**config.mk**
```make
export PLATFORM = sky130hd
export DESIGN_NAME = rom_boot_loader
export DESIGN_NICKNAME = d
export VERILOG_FILES = /design/src/rtl/rom_boot_loader_pkg.sv /design/src/rtl/rom_boot_loader_byte_packer.sv /design/src/rtl/rom_boot_loader.sv
export SDC_FILE = /design/constraint.sdc
export NUM_CORES = 1
export LEC_CHECK = 0
export CAP_MARGIN = 30
export CORE_MARGIN = 8
export CORE_UTILIZATION = 40
export CTS_BUF_LIST = sky130_fd_sc_hd__clkbuf_4 sky130_fd_sc_hd__clkbuf_8
export DETAILED_ROUTE_END_ITERATION = 8
export GPL_TIMING_DRIVEN = 0
export PLACE_DENSITY = 0.7
export SYNTH_ARGS = -nofsm -noshare
export SYNTH_HDL_FRONTEND = slang
export SYNTH_HIERARCHICAL = 1
export SYNTH_SLANG_ARGS = --single-unit
```
**constraint.sdc**
```tcl
create_clock -name clk -period 3.62 [get_ports clk]
set_clock_uncertainty 0.05 [all_clocks]
set_input_delay 0.724 -clock clk [delete_from_list [all_inputs] [get_ports clk]]
set_output_delay 0.724 -clock clk [all_outputs]
set_load 0.01 [all_outputs]
```
**src/rtl/rom_boot_loader_pkg.sv**
```systemverilog
// rom_boot_loader_pkg
//   Shared types and helpers for the ROM boot loader.
//   - ld_state_e     : loader FSM states (LEN, DATA, WRITE, DONE, RUN)
//   - MEM_W          : width of the ROM / CPU data and address buses
//   - ZERO_WORD      : idle value driven on data buses
//   - word_byte_addr : byte address of a word index relative to a base
package rom_boot_loader_pkg;

    localparam int unsigned MEM_W     = 32;
    localparam logic [31:0] ZERO_WORD = 32'h0000_0000;

    typedef enum logic [2:0] {
        LD_LEN   = 3'd0,
        LD_DATA  = 3'd1,
        LD_WRITE = 3'd2,
        LD_DONE  = 3'd3,
        LD_RUN   = 3'd4
    } ld_state_e;

    // Word index to byte address; the shift drops the top bits so the sum wraps at 32 bits.
    function automatic logic [31:0] word_byte_addr(input logic [31:0] base,
                                                   input logic [31:0] index);
        return base + {index[29:0], 2'b00};
    endfunction

endpackage

```
**src/rtl/rom_boot_loader_byte_packer.sv**
```systemverilog
// rom_boot_loader_byte_packer
//   Packs a little-endian byte stream into 32-bit words. The first byte of a
//   group lands in [7:0], the fourth in [31:24].
//   Ports:
//     clk, rst      : clock, synchronous active-high reset
//     clear_i       : restart packing at byte lane 0 and zero the word
//     byte_fire_i   : a byte transfers on this clock edge
//     byte_data_i   : the byte being transferred
//     word_o        : word including the byte transferring this cycle
//     word_valid_o  : high in the cycle the fourth byte of a group transfers
module rom_boot_loader_byte_packer
    import rom_boot_loader_pkg::*;
(
    input  logic        clk,
    input  logic        rst,
    input  logic        clear_i,
    input  logic        byte_fire_i,
    input  logic [7:0]  byte_data_i,
    output logic [31:0] word_o,
    output logic        word_valid_o
);

    logic [1:0]  cnt_q;
    logic [1:0]  cnt_d;
    logic [31:0] word_q;
    logic [31:0] word_d;

    // Byte-lane counter and assembly register update.
    always_comb begin
        cnt_d  = cnt_q;
        word_d = word_q;
        if (clear_i) begin
            cnt_d  = 2'd0;
            word_d = ZERO_WORD;
        end else if (byte_fire_i) begin
            cnt_d = cnt_q + 2'd1;
            case (cnt_q)
                2'd0:    word_d[7:0]   = byte_data_i;
                2'd1:    word_d[15:8]  = byte_data_i;
                2'd2:    word_d[23:16] = byte_data_i;
                default: word_d[31:24] = byte_data_i;
            endcase
        end else begin
            cnt_d  = cnt_q;
            word_d = word_q;
        end
    end

    // Packer state registers.
    always_ff @(posedge clk) begin
        if (rst) begin
            cnt_q  <= 2'd0;
            word_q <= ZERO_WORD;
        end else begin
            cnt_q  <= cnt_d;
            word_q <= word_d;
        end
    end

    // word_o is the next-state value so the FSM can capture the length on the
    // same edge as the fourth byte; outside a transfer it equals the register.
    assign word_o       = word_d;
    assign word_valid_o = byte_fire_i & ~clear_i & (cnt_q == 2'd3);

endmodule

```
**src/rtl/rom_boot_loader.sv**
```systemverilog
// rom_boot_loader
//   Boot-time ROM loader. Holds the CPU in reset, receives a length-prefixed
//   little-endian byte stream, writes the packed words into the ROM, then
//   hands the ROM read path to the CPU fetch port and releases the CPU.
//   Ports:
//     clk, rst                    : clock, synchronous active-high reset
//     load_req_i                  : restart a load (honoured only in RUN)
//     byte_valid_i/_data_i        : byte source; byte_ready_o accepts it
//     cpu_ce_i/_addr_i/cpu_data_o : CPU fetch port (combinational in RUN)
//     cpu_rst_o                   : CPU reset, high except in RUN
//     rom_we_o/_addr_o/_data_o    : ROM write/address port; rom_data_i read data
//     busy_o, done_o, err_o       : status (err_o: length exceeded ROM_WORDS)
//     words_o                     : words written in the last/current load
module rom_boot_loader
    import rom_boot_loader_pkg::*;
#(
    parameter int unsigned ROM_WORDS = 24576,
    parameter logic [31:0] BASE_ADDR = 32'h0000_0000
) (
    input  logic        clk,
    input  logic        rst,
    input  logic        load_req_i,
    input  logic        byte_valid_i,
    input  logic [7:0]  byte_data_i,
    output logic        byte_ready_o,
    input  logic        cpu_ce_i,
    input  logic [31:0] cpu_addr_i,
    output logic [31:0] cpu_data_o,
    output logic        cpu_rst_o,
    output logic        rom_we_o,
    output logic [31:0] rom_addr_o,
    output logic [31:0] rom_data_o,
    input  logic [31:0] rom_data_i,
    output logic        busy_o,
    output logic        done_o,
    output logic        err_o,
    output logic [31:0] words_o
);

    localparam logic [31:0] ROM_LIMIT = 32'(ROM_WORDS);

    ld_state_e   state_q, state_d;
    logic [31:0] index_q, index_d;
    logic [31:0] len_q,   len_d;
    logic [31:0] words_q, words_d;
    logic        err_q,   err_d;

    logic        byte_fire_s;
    logic        packer_clear_s;
    logic [31:0] word_s;
    logic        word_valid_s;
    logic [31:0] index_inc_s;
    logic        in_range_s;

    assign byte_fire_s = byte_valid_i & byte_ready_o;
    assign index_inc_s = index_q + 32'd1;
    assign in_range_s  = (index_q < ROM_LIMIT);

    rom_boot_loader_byte_packer u_packer (
        .clk          (clk),
        .rst          (rst),
        .clear_i      (packer_clear_s),
        .byte_fire_i  (byte_fire_s),
        .byte_data_i  (byte_data_i),
        .word_o       (word_s),
        .word_valid_o (word_valid_s)
    );

    // State and load-progress registers.
    always_ff @(posedge clk) begin
        if (rst) begin
            state_q <= LD_LEN;
            index_q <= 32'd0;
            len_q   <= 32'd0;
            words_q <= 32'd0;
            err_q   <= 1'b0;
        end else begin
            state_q <= state_d;
            index_q <= index_d;
            len_q   <= len_d;
            words_q <= words_d;
            err_q   <= err_d;
        end
    end

    // Next-state and load-progress logic.
    always_comb begin
        state_d        = state_q;
        index_d        = index_q;
        len_d          = len_q;
        words_d        = words_q;
        err_d          = err_q;
        packer_clear_s = 1'b0;
        case (state_q)
            LD_LEN: begin
                if (word_valid_s) begin
                    len_d   = word_s;
                    err_d   = err_q | (word_s > ROM_LIMIT);
                    state_d = (word_s == 32'd0) ? LD_DONE : LD_DATA;
                end else begin
                    state_d = LD_LEN;
                end
            end
            LD_DATA: begin
                if (word_valid_s) begin
                    state_d = LD_WRITE;
                end else begin
                    state_d = LD_DATA;
                end
            end
            LD_WRITE: begin
                // Words past the ROM end are consumed but not counted.
                if (in_range_s) begin
                    words_d = words_q + 32'd1;
                end else begin
                    words_d = words_q;
                end
                index_d = index_inc_s;
                state_d = (index_inc_s == len_q) ? LD_DONE : LD_DATA;
            end
            LD_DONE: begin
                state_d = LD_RUN;
            end
            LD_RUN: begin
                if (load_req_i) begin
                    state_d        = LD_LEN;
                    index_d        = 32'd0;
                    len_d          = 32'd0;
                    words_d        = 32'd0;
                    err_d          = 1'b0;
                    packer_clear_s = 1'b1;
                end else begin
                    state_d = LD_RUN;
                end
            end
            default: begin
                state_d = LD_LEN;
            end
        endcase
    end

    // Output decode; in RUN the ROM read path is a straight combinational
    // pass-through so instruction fetch sees no extra latency.
    always_comb begin
        byte_ready_o = 1'b0;
        cpu_rst_o    = 1'b1;
        busy_o       = 1'b1;
        done_o       = 1'b0;
        rom_we_o     = 1'b0;
        rom_addr_o   = word_byte_addr(BASE_ADDR, index_q);
        rom_data_o   = ZERO_WORD;
        cpu_data_o   = ZERO_WORD;
        case (state_q)
            LD_LEN, LD_DATA: begin
                byte_ready_o = 1'b1;
            end
            LD_WRITE: begin
                rom_we_o   = in_range_s;
                rom_data_o = word_s;
            end
            LD_DONE: begin
                done_o = 1'b1;
            end
            LD_RUN: begin
                cpu_rst_o  = 1'b0;
                busy_o     = 1'b0;
                rom_addr_o = cpu_addr_i;
                cpu_data_o = cpu_ce_i ? rom_data_i : ZERO_WORD;
            end
            default: begin
                byte_ready_o = 1'b0;
            end
        endcase
    end

    assign err_o   = err_q;
    assign words_o = words_q;

endmodule

```
Word-level counts from Yosys, hierarchy flattened
Cells that the tools add are included.

word-level totals
  word-level logic and storage cells = 70
  input port bits = 77
  flip-flop bits (word level) = 134
  output and inout bits = 134

operators by class
  multiplexer cells = 31
  reduce and logical (&&, ||, !) cells = 11
  bitwise logic cells = 5
  add/sub/neg operators = 3
  equality and inequality tests = 11
  $lt $le $gt $ge = 2

operator list
  kind                                                                    count
  32-bit two-way mux                                                      9
  32-bit one-hot mux with 2 select lines                                  3
  32-bit by 1-bit adder with 32-bit output, second input constant         2
  32-bit == test                                                          1
  32-bit by 15-bit > comparator with 1-bit output, second input constant  1
  32-bit logical NOT                                                      1
  32-bit by 15-bit < comparator with 1-bit output, second input constant  1
  8-bit two-way mux                                                       4
  3-bit one-hot mux with 5 select lines                                   1
  1-bit two-way mux                                                       8
  2-bit two-way mux                                                       4
  3-bit by 2-bit == test with 1-bit output, second input constant         2
  3-bit AND reduction                                                     2
  2-bit == test, second input constant                                    2
  2-bit != test, second input constant                                    2
  2-bit nonzero test                                                      2
  2-bit OR reduction                                                      2
  1-bit bitwise AND                                                       3
  3-bit by 1-bit == test with 1-bit output, second input constant         1
  3-bit == test, second input constant                                    1
  3-bit logical NOT                                                       1
  3-bit two-way mux                                                       1
  3-bit OR reduction                                                      1
  2-bit by 1-bit adder with 2-bit output, second input constant           1
  other kinds (7)                                                         7

Depth between registers and ports, before layout
  depth in word-level cells = 10
  mapped depth = 13

Cells and area by module
Netlist, hierarchy kept.

by module, submodules not included
  module                       area an instance (sq um)  cells each  instances
  rom_boot_loader              6386.1                    839         1
  rom_boot_loader_byte_packer  1843.0                    198         1

Least setup slack after synthesis
No wires, ideal clock.

  path type = input -> register
  from = in load_req_i
  to = reg state_q[1]
  setup time = 69 ps
  arrival = 2512 ps
  path slack = 989 ps
  stages on the path = 10
  buffers on the path = 2
  cells stage by stage = nand2_2 inv_2 clkbuf_2 and3b_1 or4b_2 clkbuf_1 nor4_1 a32o_1 nand2_1 o21ai_1

between the ends
  cells in the longest elaborated chain, start to end = 7
  elaborated cells on any way between the ends = 11
  classes of those cells = mux: 7; bitwise: 3; reduce/logical: 1

RTL lines
  element                                    line                                           source
  start, declared                            rom_boot_loader.sv:22                          input logic load_req_i,
  1-bit two-way mux (*)                      rom_boot_loader.sv:125                         if (load_req_i) begin
  1-bit two-way mux (*)                      rom_boot_loader.sv:94                          case (state_q)
  named net packer_clear_s                   rom_boot_loader.sv:49                          logic packer_clear_s;
  1-bit NOT (*)                              rom_boot_loader_byte_packer.sv:63              assign word_valid_o = byte_fire_i & ~clear_i & (cnt_q == 2'd3);
  1-bit bitwise AND (*) (2 in series)        rom_boot_loader_byte_packer.sv:63
  named net word_valid_s                     rom_boot_loader.sv:51                          logic word_valid_s;
  2-bit two-way mux (on tied branches)       rom_boot_loader.sv:105, rom_boot_loader.sv:96
  3-bit one-hot mux with 5 select lines (*)  rom_boot_loader.sv:94
  end signal, assigned                       rom_boot_loader.sv:78                          state_q <= state_d;
  end, declared                              rom_boot_loader.sv:42                          ld_state_e state_q, state_d;

Mark *: on every way through the listed nets, which the timed path passes. The rest lies on a longest branch.
A chain may end at the register's enable or synchronous reset.

Worst setup path after layout
  from = in byte_valid_i
  to = out rom_data_o[4]

between the ends
  cells in the longest elaborated chain, start to end = 4

RTL lines
  element                line                               source
  start, declared        rom_boot_loader.sv:23              input logic byte_valid_i,
  1-bit bitwise AND      rom_boot_loader.sv:55              assign byte_fire_s = byte_valid_i & byte_ready_o;
  named net byte_fire_s  rom_boot_loader.sv:48              logic byte_fire_s;
  32-bit two-way mux     rom_boot_loader_byte_packer.sv:35  end else if (byte_fire_i) begin
  32-bit two-way mux     rom_boot_loader_byte_packer.sv:32  if (clear_i) begin
  named net word_s[4]    rom_boot_loader.sv:50              logic [31:0] word_s;
  32-bit two-way mux     rom_boot_loader.sv:153             case (state_q)
  end, declared          rom_boot_loader.sv:32              output logic [31:0] rom_data_o,

The timed path passes the listed nets, and every way through them passes these cells.

==> run summary <==
Core footprint - 0.0202 mm2
Worst Hold Slack - 0.433 ns
Port Buf Inserts - 210
Unrepaired setup endpoints after global routing - true
ANT cells - 0
Slew HR - 43.5%
GP Congestion - 0.966
Fraction of layout cells with a size suffix above 1 - 18.9%
CP Data Required Time - 2.85 ns
Critical-path cell list - clkdlybuf4s50_1 > and2_2 > buf_6 > buf_4 > nand3_1 > a21oi_2 > and2_1 > clkdlybuf4s50_1
# nets final - 1363
Clock transition at path regs - 0.07 ns
Max cap viols - 0
Vias in the first global route - 8244
CTS Sinks - 134
Post-route minimum period - 3.62 ns
Gr ovfl total - 0
Vias/cell - 5.49
Hold_buf cts - 0
Critical path arrival - 2.85 ns
Yosys reg bits - 134
CTS Buf Count - 17
Post-route ant nets - 0
Die H - 159 um
Worst Max-Slew Pin Slew - 0.836 ns
Site Rows - 52
DRC violations left - 0
Failing checks - setup timing
Layout area overhead - 39.0%
Avg Synthesized Cell Area - 7.94 um2
Initial Util - 40.7%
Vias - 8552
Seq/Total Area, Yosys - 32.6%
CP max FO - 10
Mapped Cells - 1037
Largest cells by area after synthesis - dfxtp_1 33%, a21oi_1 6.8%, xnor2_1 5.1%
Largest area contributor in the netlist - dfxtp_1
Largest net degree at the start of global routing - 23
Synth async-reset ratio - 0%
Delay of the slowest cell on the worst path - 0.57 ns
Post-synthesis cell area - 0.00823 mm2
Synth Area in XOR/XNOR - 7.66%
CTS tree - yes
Drt pass-1 iters - 6
Final hold vios - 0
Switch Pwr - 744 uW
Hpwl dp - 22.0 mm
FMAX - 276 MHz
CTS root buf - clkbuf_8
Initial antenna violation count - 0
CP endpoint kind - output port
Top cell type's share of synthesized area - 32.6%
CP top delay family - buffers and inverters
Logic gate share of total power - 11.5%
Wire per inst - 18.5 um
Sequential Power Share - 50.0%
Pwr dens - 262 mW/mm2
Int Power - 2250 uW
Worst VDD drop - 0.000224 V
DRT iter0 DRCs - 643
Setup TNS - -0.00277 ns
Synth Area in Simple Gates - 29.1%
Ports - 211
Mux contribution to synthesized area - 4.06%
H-tree Lvls - 4
Synth Area in Adders - 1.06%
Final setup vio count - 1
DRT Wirelength - 28.8 mm
Warnings from Yosys - 6
Critical path buffer and inverter count - 4
Slowest CP cell - clkdlybuf4s50_1
Main combinational cell family by area after synthesis - simple AND/OR/NAND/NOR gates
Status - complete, but fails checks
Clk buf depth - 2
Pleak - 0.00420 uW
First-pass GRT wire length - 45.4 mm
Top cell by count, worst path - clkdlybuf4s50_1
Tot GR Track Use - 21.9%
Distinct cell type count after synthesis - 71
Switching portion of total power - 24.8%
Synth Flop Type - dfxtp_1
Syn Nets - 1121
Die W - 159 um
Power share of the clock group - 38.6%
Worst setup SP type - primary input
Post-synth EDFFs - 0
Pins Over Slew Limit - 0
Compound-cell area share of the yosys netlist - 19.6%
Tcrit/Tclk final - 100%
Setup ws final - -0.00277 ns
Clock latency on the worst-skew pair - 0.45 ns
Worst hold-check path type - reg -> reg
CP Class - in -> out
Die area - 0.0254 mm2
-- area by class of cell --
class	count	area, um2
inverter	17	63.8
fill	1852	8800
buffer	85	449
clock buffer	26	339
multi-input combinational	795	5290
tap	270	338
sequential	134	2680
timing repair buffer	229	2250
clock inverter	3	17.5
-- sequential cells by signal (all words and copies together) (netlist names) --
signal / flops
u_packer/cnt_q: 2
state_q: 3
len_q: 32
index_q: 32
words_o: 32
err_o: 1
u_packer/word_q: 32
-- stage by stage --
stage / area (um2) / power [uW] / util, % / setup slack [ns] / std cells
6_report: 11400 / 3000 / 56.5 / -0.00277 / 1559
5_1_grt: 11400 / 3110 / 56.5 / -0.0866 / 1559
4_1_cts: 11200 / 2980 / 55.4 / -0.0187 / 1546
3_5_place_dp: 10700 / 1820 / 52.7 / -0.304 / 1517
3_3_place_gp: 10700 / 1820 / 52.7 / -0.310 / 1517
2_1_floorplan: 8230 / 1680 / - / 0.989 / 1037
-- metal layers --
| metal | part of all wire [%] | up-vias | GRT usage [%] |
|---|---|---|---|
| li1 | - | 4175 | - |
| met1 | 44 | 3990 | 27.5 |
| met2 | 47 | 339 | 35.9 |
| met3 | 6.4 | 48 | 4.71 |
| met4 | 2.4 | 0 | 8.49 |
| met5 | 0 | - | 0 |
-- cell usage in the layout (no fill, tap or decap), types with 32 or more instances in the layout --
cell type	netlist	final
nand3_1	82	79
nor2_1	67	66
clkbuf_1	58	41
o21ai_0	42	42
xnor2_1	48	48
a21oi_1	111	79
dfxtp_1	134	133
clkdlybuf4s50_1	0	208
a21bo_2	32	32
and3_1	47	47
a21oi_2	28	50
and2_1	41	40
nand2_1	80	80
-- Yosys cell counts (4+ instances only) --
library cell,count
a21bo_2,32
a21oi_1,111
a21oi_2,28
a22oi_1,4
a311oi_1,5
a31oi_1,5
and2_1,41
and3_1,47
and4_1,9
buf_2,18
buf_4,6
buf_6,4
clkbuf_1,58
dfxtp_1,134
ha_1,7
inv_1,16
mux2_2,27
nand2_1,80
nand3_1,82
nand3b_1,6
nand4_1,14
nor2_1,67
nor3_1,21
nor4_1,19
o21ai_0,42
or3_1,16
xnor2_1,48
xor2_1,24
-- timing repair --
item / in CTS / in global routing
setup buffers: 3 / 16
gates resized for setup: 49 / 40
endpoints found under the setup margin: 53 / 65
cloned: 0 / 0
pin swaps: 2 / 15
hold endpoints to repair: 0 / 0
-- kinds of logic (layout without fill, tap and decap cells) --
logic type	Yosys count	count (layout)
adders and majority gates	7	7
xor gates and xnor gates	72	72
buffers and inverters	108	360
muxes	30	30
DFF	134	134
and+or+nand+nor	438	438
AOI/OAI and AO/OA	248	248
-- worst register-to-register path, stage by stage, from the launching register on --
cell	delay (ns)
dfxtp_1	0.31
buf_2	0.21
nor3b_4	0.30
nand2_4	0.09
inv_2	0.28
buf_6	0.25
a21oi_2	0.08
buf_4	0.14
nor4_1	0.30
nand4_1	0.16
nor4_1	0.36
a21oi_1	0.17
nor2_1	0.12
nor2_1	0.05
-- worst paths after layout --
| check | start | to | slack [ns] | cells after the start |
|---|---|---|---|---|
| hold reg to reg | len_q[21] | len_q[21] | 0.43 | 2 |
| hold / removal | len_q[21] | len_q[21] | 0.43 | 2 |
| setup reg to reg | state_q[2] | err_o | 0.65 | 13 |
| setup / recovery | byte_valid_i | rom_data_o[4] | -0.003 | 8 |
-- power by group through the flow --
stage,Combinational [uW],Clock (uW),Sequential [uW]
4_1_cts,310,1170,1500
5_1_grt,367,1240,1500
6_report,344,1160,1500
2_1_floorplan,152,0,1530
3_3_place_gp,288,0,1530
3_5_place_dp,292,0,1530
No activity file was read; power rests on OpenSTA's default activity.
